[src/rtl/mesm6_io_master.sv]
// Initiator for the MESM-6 peripheral bus: turns single-word CPU read/write requests into
// one-cycle peripheral strobes, waits for done (or times out) and returns done/error/rdata.
module mesm6_io_master #(
    parameter int NPER    = 4,
    parameter int SEL_LSB = 12,
    parameter int TIMEOUT = 64
) (
    input  logic                 clk,
    input  logic                 reset,
    input  logic [14:0]          io_addr,
    input  logic                 io_read,
    input  logic                 io_write,
    input  logic [47:0]          io_wdata,
    output logic [47:0]          io_rdata,
    output logic                 io_done,
    output logic                 io_error,
    output logic                 io_busy,
    output logic [14:0]          per_addr,
    output logic [47:0]          per_wdata,
    output logic [NPER-1:0]      per_read,
    output logic [NPER-1:0]      per_write,
    input  logic [NPER*48-1:0]   per_rdata,
    input  logic [NPER-1:0]      per_done
);

    localparam int IDXW = 15 - SEL_LSB;
    localparam int CW   = $clog2(TIMEOUT) + 1;

    typedef enum logic [1:0] {
        ST_IDLE  = 2'd0,
        ST_ISSUE = 2'd1,
        ST_WAIT  = 2'd2,
        ST_RESP  = 2'd3
    } state_t;

    state_t              state_q, state_d;
    logic [IDXW-1:0]     idx_q, idx_d;
    logic                op_write_q, op_write_d;
    logic [CW-1:0]       cnt_q, cnt_d;
    logic [14:0]         per_addr_q, per_addr_d;
    logic [47:0]         per_wdata_q, per_wdata_d;
    logic [NPER-1:0]     per_read_q, per_read_d;
    logic [NPER-1:0]     per_write_q, per_write_d;
    logic                io_done_q, io_done_d;
    logic                io_error_q, io_error_d;
    logic                io_busy_q, io_busy_d;
    logic [47:0]         io_rdata_q, io_rdata_d;

    logic [IDXW-1:0]     acc_idx_s;
    logic [NPER-1:0]     acc_onehot_s;
    logic                acc_mapped_s;
    logic                done_sel_s;
    logic [47:0]         rdata_sel_s;

    assign acc_idx_s = io_addr[14:SEL_LSB];

    // Decode the incoming index and select the active peripheral's done/rdata
    always_comb begin
        done_sel_s  = 1'b0;
        rdata_sel_s = 48'd0;
        for (int i = 0; i < NPER; i++) begin
            acc_onehot_s[i] = (acc_idx_s == IDXW'(i));
            done_sel_s      = done_sel_s | (per_done[i] & (idx_q == IDXW'(i)));
            rdata_sel_s     = rdata_sel_s | (per_rdata[48*i +: 48] & {48{idx_q == IDXW'(i)}});
        end
        acc_mapped_s = |acc_onehot_s;
    end

    // Next-state and registered-output computation
    always_comb begin
        state_d     = state_q;
        idx_d       = idx_q;
        op_write_d  = op_write_q;
        cnt_d       = cnt_q;
        per_addr_d  = per_addr_q;
        per_wdata_d = per_wdata_q;
        per_read_d  = '0;
        per_write_d = '0;
        io_done_d   = 1'b0;
        io_error_d  = 1'b0;
        io_busy_d   = io_busy_q;
        io_rdata_d  = io_rdata_q;

        case (state_q)
            ST_IDLE: begin
                if (io_read | io_write) begin
                    per_addr_d  = io_addr;
                    per_wdata_d = io_wdata;
                    op_write_d  = io_write;
                    idx_d       = acc_idx_s;
                    io_busy_d   = 1'b1;
                    if ((io_read & io_write) | ~acc_mapped_s) begin
                        state_d    = ST_RESP;
                        io_done_d  = 1'b1;
                        io_error_d = 1'b1;
                        io_rdata_d = 48'd0;
                    end else begin
                        state_d     = ST_ISSUE;
                        per_read_d  = acc_onehot_s & {NPER{io_read}};
                        per_write_d = acc_onehot_s & {NPER{io_write}};
                    end
                end else begin
                    state_d = ST_IDLE;
                end
            end
            ST_ISSUE: begin
                cnt_d = '0;
                if (done_sel_s) begin
                    state_d    = ST_RESP;
                    io_done_d  = 1'b1;
                    io_rdata_d = op_write_q ? 48'd0 : rdata_sel_s;
                end else begin
                    state_d = ST_WAIT;
                end
            end
            ST_WAIT: begin
                if (done_sel_s) begin
                    state_d    = ST_RESP;
                    io_done_d  = 1'b1;
                    io_rdata_d = op_write_q ? 48'd0 : rdata_sel_s;
                end else if (cnt_q == CW'(TIMEOUT - 1)) begin
                    state_d    = ST_RESP;
                    io_done_d  = 1'b1;
                    io_error_d = 1'b1;
                    io_rdata_d = 48'd0;
                end else begin
                    cnt_d = cnt_q + CW'(1);
                end
            end
            ST_RESP: begin
                io_busy_d = 1'b0;
                state_d   = ST_IDLE;
            end
            default: begin
                io_busy_d = 1'b0;
                state_d   = ST_IDLE;
            end
        endcase
    end

    // State and output registers; reset drops strobes and abandons any pending request
    always_ff @(posedge clk or negedge reset) begin
        if (!reset) begin
            state_q     <= ST_IDLE;
            idx_q       <= '0;
            op_write_q  <= 1'b0;
            cnt_q       <= '0;
            per_addr_q  <= 15'd0;
            per_wdata_q <= 48'd0;
            per_read_q  <= '0;
            per_write_q <= '0;
            io_done_q   <= 1'b0;
            io_error_q  <= 1'b0;
            io_busy_q   <= 1'b0;
            io_rdata_q  <= 48'd0;
        end else begin
            state_q     <= state_d;
            idx_q       <= idx_d;
            op_write_q  <= op_write_d;
            cnt_q       <= cnt_d;
            per_addr_q  <= per_addr_d;
            per_wdata_q <= per_wdata_d;
            per_read_q  <= per_read_d;
            per_write_q <= per_write_d;
            io_done_q   <= io_done_d;
            io_error_q  <= io_error_d;
            io_busy_q   <= io_busy_d;
            io_rdata_q  <= io_rdata_d;
        end
    end

    assign io_rdata  = io_rdata_q;
    assign io_done   = io_done_q;
    assign io_error  = io_error_q;
    assign io_busy   = io_busy_q;
    assign per_addr  = per_addr_q;
    assign per_wdata = per_wdata_q;
    assign per_read  = per_read_q;
    assign per_write = per_write_q;

endmodule

[config.mk]
export PLATFORM = sky130hd
export DESIGN_NAME = mesm6_io_master
export DESIGN_NICKNAME = d
export VERILOG_FILES = /design/src/rtl/mesm6_io_master.sv
export SDC_FILE = /design/constraint.sdc
export NUM_CORES = 1
export LEC_CHECK = 0
export ABC_AREA = 1
export ABC_CLOCK_PERIOD_IN_PS = 2200
export BUFFER_PORTS_ARGS = -buffer_cell sky130_fd_sc_hd__buf_2
export CAP_MARGIN = 10
export CORE_AREA = 2 2 149 151
export CTS_CLUSTER_SIZE = 24
export DETAILED_ROUTE_END_ITERATION = 7
export DIE_AREA = 0 0 151 153
export PLACE_DENSITY = 0.63
export RECOVER_POWER = 100
export SYNTH_ARGS = -nofsm -noshare
export SYNTH_HDL_FRONTEND = slang
export SYNTH_SLANG_ARGS = --single-unit
[constraint.sdc]
create_clock -name clk -period 2.2 [get_ports clk]
set_input_delay 0.11 -clock clk [delete_from_list [all_inputs] [get_ports clk]]
set_output_delay 0.11 -clock clk [all_outputs]
set_load 0.01 [all_outputs]
Yosys cells after proc, flatten, opt, wreduce, memory -nomap -nowiden
Cells that the tools add are included.

word-level totals
  output and inout port bits = 122
  bits in registers = 135

cells by class
  add/sub/neg operators = 1
  multiplexer cells = 32
  reduce and logical (&&, ||, !) cells = 11
  equality and inequality tests = 16
  bitwise logic cells = 20

operators with widths
  kind                                                             number
  48-bit two-way mux                                               6
  48-bit bitwise AND                                               4
  48-bit OR                                                        3
  48-bit case mux with 3 select lines                              1
  4-bit two-way mux                                                6
  7-bit two-way mux                                                2
  7-bit case mux with 2 select lines                               1
  3-bit by 2-bit == test with 1-bit output, second input constant  4
  2-bit != test, second input constant                             5
  4-bit bitwise AND                                                2
  1-bit two-way mux                                                8
  2-bit two-way mux                                                4
  2-bit case mux with 4 select lines                               1
  7-bit by 1-bit adder with 7-bit output, second input constant    1
  7-bit by 6-bit == test with 1-bit output, second input constant  1
  3-bit by 1-bit == test with 1-bit output, second input constant  2
  3-bit logical NOT                                                2
  1-bit bitwise AND                                                5
  1-bit OR                                                         5
  5-bit AND reduction                                              1
  2-bit == test, second input constant                             2
  1-bit case mux with 2 select lines                               2
  2-bit AND reduction                                              2
  2-bit nonzero test                                               2
  8 further kinds                                                  8

Longest topological paths before layout
Gate-level depths: netlist of the first run.

  depth in word-level cells = 8
  mapped depth = 12
  depth with buffers taken out = 10

Worst setup path before layout of the first run
OpenSTA, ideal clock, no wires.

  path type = reg2reg
  start point = register state_q[0]
  end point = register per_addr_q[0] (netlist: per_addr[0])
  period minus slack after synthesis = 1.842 ns
  cell stages (with the launch flop) = 8
  required time = 2.075 ns
  setup slack = 0.358 ns
  buffers on the path = 2
  library setup time = 0.125 ns
  data arrival time = 1.718 ns
  cell sequence = dfrtp_1 inv_1 ha_1 inv_1 nor2_1 buf_2 buf_2 mux2_2

on the way
  word-level cells in the longest chain between the ends = 2

RTL lines
  what                                  RTL line  source
  start: declaration                    36        state_t state_q, state_d;
  start signal: assignment              157       state_q <= state_d;
  2-bit logical NOT                     84        case (state_q)
  2-bit AND reduction (no source line)  n/a
  end signal: assignment                161       per_addr_q <= per_addr_d;
  end: declaration                      40        logic [14:0] per_addr_q, per_addr_d;

No other way between the ends.
A chain may end at the register's enable or synchronous reset.

Worst setup path in the final report of the first run
  start point = register state_q[0]
  end point = register per_wdata_q[20] (netlist: per_wdata[20])

on the way
  word-level cells in the longest chain between the ends = 2

RTL lines
  what                                  RTL line  source
  2-bit logical NOT                     84
  2-bit AND reduction (no source line)  n/a
  end signal: assignment                162       per_wdata_q <= per_wdata_d;
  end: declaration                      41        logic [47:0] per_wdata_q, per_wdata_d;

No other way between the ends.

==> flow_metrics.env, run 1 <==
export IMPL_status="finished, final reports clean"
export IMPL_worstPathRequired_ps=2500
export IMPL_fp_row_count=54
export IMPL_placedCellCount=1373
export IMPL_synth_xor_area_share_pct=0.269
export IMPL_synthCells=743
export IMPL_synthesis_area_um2=6520
export IMPL_setup_viol=0
export IMPL_vias=6919
export IMPL_synth_mux_area_share_pct=10.4
export IMPL_pin_count=385
export IMPL_die_y_um=153
export IMPL_path_buf_inv=3
export IMPL_syn_to_final_growth_pct=51.0
export IMPL_p_per_area_nw_per_um2=1290
export IMPL_cts_root_buf="clkbuf_16"
export IMPL_min_period_ps=2010
export IMPL_clock_path_buffers=2
export IMPL_cts_buffers=17
export IMPL_worst_path_max_fanout=68
export IMPL_dpl_hpwl_um=16200
export IMPL_critPathLaunchType="register"
export IMPL_grt_overflow=0
export IMPL_path_cells="inv_1 -> ha_1 -> inv_2 -> nor2_4 -> buf_6 -> mux2_2"
export IMPL_avgSynthCellArea_um2=8.78
export IMPL_clkTransAtPathRegs_ps=60
export IMPL_slew_viol_final=0
export IMPL_fin_tns_setup_ps=0
export IMPL_worst_pin_slew_ps=1010
export IMPL_grt_pass1_vias=6756
export IMPL_routed_wl_um=23300
export IMPL_fin_crit_sh_pct=91.5
export IMPL_layout_commonest_cell="nand2_1"
export IMPL_drtIter0Drc=396
export IMPL_nets=1446
export IMPL_synth_compound_area_share_pct=5.20
export IMPL_fin_ws_ps=186
export IMPL_maxCapViolations=0
export IMPL_ys_ff_latch=132
export IMPL_grt_usage_pct=19.0
export IMPL_port_buffers=384
export IMPL_grt_max_degree=97
export IMPL_n_fill_cell=2148
export IMPL_ant_nets=0
export IMPL_drive_gt1_share_pct=31.8
export IMPL_crit_slowest_cell="buf_6"
export IMPL_gp_congestion=0.824
export IMPL_grt_first_pass_wirelength_um=33800
export IMPL_cp_top_family="buffers and inverters"
export IMPL_seq_area_um2=3300
export IMPL_ys_types=25
export IMPL_seq_area_frac_synth_pct=50.7
export IMPL_rsz0062_at_grt="false"
export IMPL_fmax_mhz=497
export IMPL_synthesis_nets=1011
export IMPL_synth_adder_area_share_pct=0.960
export IMPL_maxSlewHeadroom_pct=32.7
export IMPL_worstSetupEndpointType="register"
export IMPL_synth_simple_area_share_pct=27.4
export IMPL_wl_per_cell_um=15.8
export IMPL_cts_sinks=132
export IMPL_dp_slack_ps=222
export IMPL_power_total_uw=12700
export IMPL_final_cell_mix="nand2_1 (265), buf_2 (261), dfrtp_1 (132)"
export IMPL_synth_top_family_by_area="simple AND/OR/NAND/NOR gates"
export IMPL_drt_drc_violations_left=0
export IMPL_clk_latency_ps=410
export IMPL_firstDrtPassIters=5
export IMPL_antenna_found_initial=1
export IMPL_fin_cells=1472
export IMPL_start_util_pct=30.3
export IMPL_die_area_um2=23100
export IMPL_multi_input_area_um2=2910
export IMPL_irDropWorstVdd_mv=0.761
export IMPL_hp_class="input port to register"
export IMPL_cts_tree="yes"
export IMPL_fin_skew_ps=8.35
export IMPL_core_area_um2=21500
export IMPL_critical_path_class="register to register"
export IMPL_critPathMaxStageDelay_ps=470
export IMPL_hold_viol_final=0
export IMPL_p_leak_uw=0.00455
export IMPL_htree_levels=4
export IMPL_yosysWarnings=0
export IMPL_arrival_ps=2310
export IMPL_cts_setup_buffers=0
export IMPL_fp_dieW_um=151
export IMPL_vias_per_cell=4.70
where the power goes:
part	internal (uW)	total, uW	switching [uW]	leakage [uW]
logic	2320	6160	3840	0.00259
registers	3310	3820	512	0.00169
clock network	1520	2720	1190	0.000273
total	7150	12700	5550	0.00455
sequential cells by signal, indices dropped and copies added, names as in the netlist:
name / cells
per_addr: 12
per_read: 4
idx_q: 3
per_write: 4
op_write_q: 1
io_done: 1
per_wdata: 48
state_q: 2
io_error: 1
cnt_q: 7
io_busy: 1
io_rdata: 48
metal layers:
metal / share of wire (%) / up-vias / global-route usage (%)
met3: 6.5 / 47 / 3.67
met5: 0 / - / 0
li1: - / 3384 / -
met4: 3.2 / 0 / 8.41
met2: 50 / 309 / 34.1
met1: 40 / 3179 / 21.7
worst min-delay path: cells and delay by family:
| kind | cells | cell delay (ps) |
|---|---|---|
| and+or+nand+nor | 2 | 210 |
| buffers and inverters | 1 | 120 |
metrics by stage:
stage          hold WS (ps)  cell area [um2]  util [%]
2_1_floorplan          -186             6520         -
5_1_grt                74.8             9840      45.8
4_1_cts                45.7            10000      46.6
3_3_place_gp           49.5             8800      40.9
6_report               62.1             9840      45.8
3_5_place_dp           55.1             8800      40.9
what timing repair did:
item                                    in CTS  in global routing
endpoints found under the setup margin       0                 36
hold buffers                                65                  0
resized for setup                            0                  2
hold endpoints to repair                   129                  0
final cells by class:
cell class / count / share of cell area [%]
inverters: 21 / 0.801
clock inverters: 14 / 1.31
diodes: 1 / 0.0254
flip-flops and latches: 132 / 33.6
multi-input cells: 542 / 29.6
clock buffers: 18 / 4.46
well taps: 280 / 3.56
repair buffers: 464 / 26.7
cell families (layout without fill, tap and decap cells):
family,after synthesis,after routing
simple gates,408,408
flops,132,132
buf+inv,69,517
compound gates,67,67
mux,60,60
fa+ha+maj,5,5
xor+xnor,2,2
other cells,0,1
synthesized netlist by cell type, drive strengths merged:
cell type | n | share of area (%)
buf | 29 | 2.8
ha | 5 | 0.96
nand3 | 67 | 5.3
nand3b | 1 | 0.12
xor2 | 2 | 0.27
inv | 21 | 1.2
a31oi | 1 | 0.096
nor2 | 18 | 1.2
clkbuf | 19 | 1.2
nand4 | 50 | 4.8
o211ai | 1 | 0.12
o21ai | 65 | 5.0
mux2 | 60 | 10
dfrtp | 132 | 51
nor3b | 1 | 0.12
nand2 | 266 | 15
nor3 | 5 | 0.61
final timing paths:
check / start / end / slack (ps) / cells after the start
setup reg to reg: state_q[0] / per_wdata[20] / 190 / 6
setup / recovery: state_q[0] / per_wdata[20] / 190 / 6
max in group asynchronous: reset / per_wdata[17] / 460 / 3
hold / removal: io_read / per_read[2] / 60 / 3
min in group asynchronous: reset / per_addr[11] / 410 / 2
hold reg to reg: io_rdata[7] / io_rdata[7] / 480 / 2
No activity file was read; power rests on OpenSTA's default activity.
==> run 2: changes to the inputs <==
- ABC_AREA: 1 -> unset
- CTS_CLUSTER_DIAMETER: unset -> 30
- PLACE_DENSITY: 0.63 -> 0.64
- REMOVE_ABC_BUFFERS: unset -> 1
==> flow_metrics.env, run 2 <==
export IMPL_whs_ps=84.8
export IMPL_core_area_um2=21500
export IMPL_fin_crit_sh_pct=94.8
export IMPL_pwr_share_seq_pct=28.4
export IMPL_path_cells="ha_1 -> inv_1 -> o31ai_4 -> nor2_1 -> nor3b_4 -> buf_6 -> buf_4 -> clkbuf_16 -> mux2_4"
export IMPL_ant_nets=0
export IMPL_synth_simple_area_share_pct=7.90
export IMPL_setup_viol=0
export IMPL_drt_drc_violations_left=0
export IMPL_min_period_ps=2090
export IMPL_drive_gt1_share_pct=52.2
export IMPL_nets=1192
export IMPL_hp_class="input port to register"
export IMPL_status="finished, final reports clean"
export IMPL_synthesis_area_um2=6700
export IMPL_routed_wl_um=21300
export IMPL_firstDrtPassIters=4
export IMPL_synth_xor_area_share_pct=0.131
export IMPL_dpl_hpwl_um=15500
export IMPL_grt_usage_pct=18.2
export IMPL_synth_mux_area_share_pct=36.7
export IMPL_fmax_mhz=479
export IMPL_p_leak_uw=0.00501
export IMPL_p_sw_uw=4910
export IMPL_combPwrFrac_pct=50.6
export IMPL_hold_viol_final=0
export IMPL_grt_overflow=0
export IMPL_grt_first_pass_wirelength_um=32600
export IMPL_synth_edf_count=0
export IMPL_worstPathRequired_ps=2490
export IMPL_min_path_cells=3
export IMPL_async_flop_share_pct=100
export IMPL_fp_dieW_um=151
export IMPL_vias=5797
export IMPL_clock_path_buffers=2
export IMPL_cts_sinks=132
export IMPL_maxCapViolations=0
export IMPL_port_buffers=384
export IMPL_cts_root_buf="clkbuf_16"
export IMPL_synth_most_common_cell="dfrtp_1"
export IMPL_power_total_uw=13400
export IMPL_ys_flop_type="dfrtp_1"
export IMPL_die_area_um2=23100
export IMPL_worstSetupEndpointType="register"
export IMPL_synthTopCellsByArea="dfrtp_1 (49%), mux4_2 (16%), mux2_2 (15%)"
export IMPL_fin_skew_ps=8.61
export IMPL_fp_row_count=54
export IMPL_ys_ff_latch=132
export IMPL_dp_slack_ps=74.5
export IMPL_worst_path_max_fanout=5
export IMPL_slew_viol_final=0
export IMPL_yosysWarnings=0
export IMPL_crit_cells=9
export IMPL_htree_levels=4
export IMPL_vias_per_cell=4.76
export IMPL_synth_top_area_share_pct=49.3
export IMPL_p_per_area_nw_per_um2=1310
export IMPL_crit_slowest_cell="dfrtp_1"
export IMPL_maxSlewHeadroom_pct=18.7
export IMPL_path_buf_inv=4
export IMPL_synth_top_family_by_area="multiplexers"
export IMPL_layout_commonest_cell="buf_2"
export IMPL_clkTransAtPathRegs_ps=60
export IMPL_p_int_uw=8520
export IMPL_swShare_pct=36.5
export IMPL_critical_path_class="register to register"
export IMPL_ys_types=37
export IMPL_grt_pass1_vias=6217
export IMPL_pin_count=385
export IMPL_yosys_area_top_type="dfrtp_1"
export IMPL_drtIter0Drc=255
export IMPL_ys_top_cells_by_count="dfrtp_1 (132), mux2_2 (91), and3_1 (49), mux4_2 (48), clkbuf_1 (24)"
export IMPL_wl_per_cell_um=17.5
export IMPL_critPathLaunchType="register"
export IMPL_synth_adder_area_share_pct=1.08
export IMPL_worst_pin_slew_ps=1220
export IMPL_die_y_um=153
export IMPL_cp_top_family="buffers and inverters"
export IMPL_irDropWorstVdd_mv=0.757
export IMPL_fin_ws_ps=113
export IMPL_r2r_setup_slack_ps=110
export IMPL_synthCells=455
export IMPL_syn_to_final_growth_pct=53.4
export IMPL_avgSynthCellArea_um2=14.7
export IMPL_antenna_found_initial=2
export IMPL_grt_max_degree=51
export IMPL_gp_congestion=0.787
export IMPL_critPathMaxStageDelay_ps=400
export IMPL_start_util_pct=31.2
export IMPL_p_clk_share_pct=21.0
export IMPL_final_cell_mix="buf_2 (263), dfrtp_1 (130), clkbuf_1 (124)"
export IMPL_cts_tree="yes"
export IMPL_r2r_cells=9
export IMPL_clk_latency_ps=420
export IMPL_cts_buffers=17
export IMPL_seq_area_frac_synth_pct=49.3
export IMPL_synth_compound_area_share_pct=1.89
export IMPL_arrival_ps=2380
export IMPL_n_fill_cell=2055
[run 2: changes by cell type after synthesis, sizes merged, moves of 47 or more]
cell   previous run  this run
mux4              0        48
nand3            67         1
o21ai            65         5
nand2           266        13
nand4            50         3
mux2             60       111
and3              0        49
[run 2: per-stage QoR]
| stage | util (%) | TNS, ps | cells | instance area (um2) |
|---|---|---|---|---|
| after floorplan | - | -267520 | 419 | 6520 |
| after global placement | 42.4 | 0 | 1106 | 9110 |
| after detailed placement | 42.4 | 0 | 1106 | 9110 |
| after CTS | 48.2 | 0 | 1203 | 10300 |
| after global routing | 47.8 | -145 | 1219 | 10300 |
| final | 47.8 | 0 | 1219 | 10300 |
[run 2: logic make-up after synthesis]
family | Yosys count
multiplexers | 165
flip-flops | 132
XOR/XNOR | 1
AND/OR/NAND/NOR | 92
AO/OA/AOI/OAI | 18
adder cells (fa/ha/maj) | 6
buffers and inverters | 41
[run 2: worst min-delay path: cells and delay by family]
kind	cells	cell delay [ps]
buffers and inverters	1	160
AND/OR/NAND/NOR	1	80
AO/OA/AOI/OAI	1	110
[run 2: worst paths after layout]
check | from | to
max | cnt_q[0] | io_rdata[35]
min | io_read | op_write_q
max reg2reg | cnt_q[0] | io_rdata[35]
max in group asynchronous | reset | io_rdata[27]
min in group asynchronous | reset | per_wdata[21]
min reg2reg | io_rdata[23] | io_rdata[23]
[run 2: metal layers]
layer	track usage (%)	share of wire (%)
met5	0	0
met2	31.7	51
met1	22.2	41
met3	3.46	4.8
met4	6.50	2.6
[run 2: power by group through the flow]
stage                     Clock, uW  Sequential (uW)  Combinational [uW]
after floorplan                   0             4440                3150
after global placement            0             3790                6520
after detailed placement          0             3820                6580
after CTS                      2890             3790                6690
after global routing           3010             3940                7340
final                          2820             3810                6800
[run 2: layout make-up]
class | instances | area, um2 | share of cell area [%]
clock inverter | 15 | 164 | 1.60
tap | 280 | 350 | 3.41
multi-input combinational | 282 | 3200 | 31.2
inverter | 5 | 18.8 | 0.183
timing repair buffer | 486 | 2790 | 27.2
sequential | 132 | 3310 | 32.2
clock buffer | 17 | 425 | 4.14
antenna | 2 | 5.00 | 0.0487
[run 2: timing repair]
action / CTS / global route
setup endpoints to repair: 0 / 36
hold endpoints to repair: 111 / 0
gates resized for setup: 0 / 8
hold buffers: 65 / 0
buffers inserted: 0 / 11
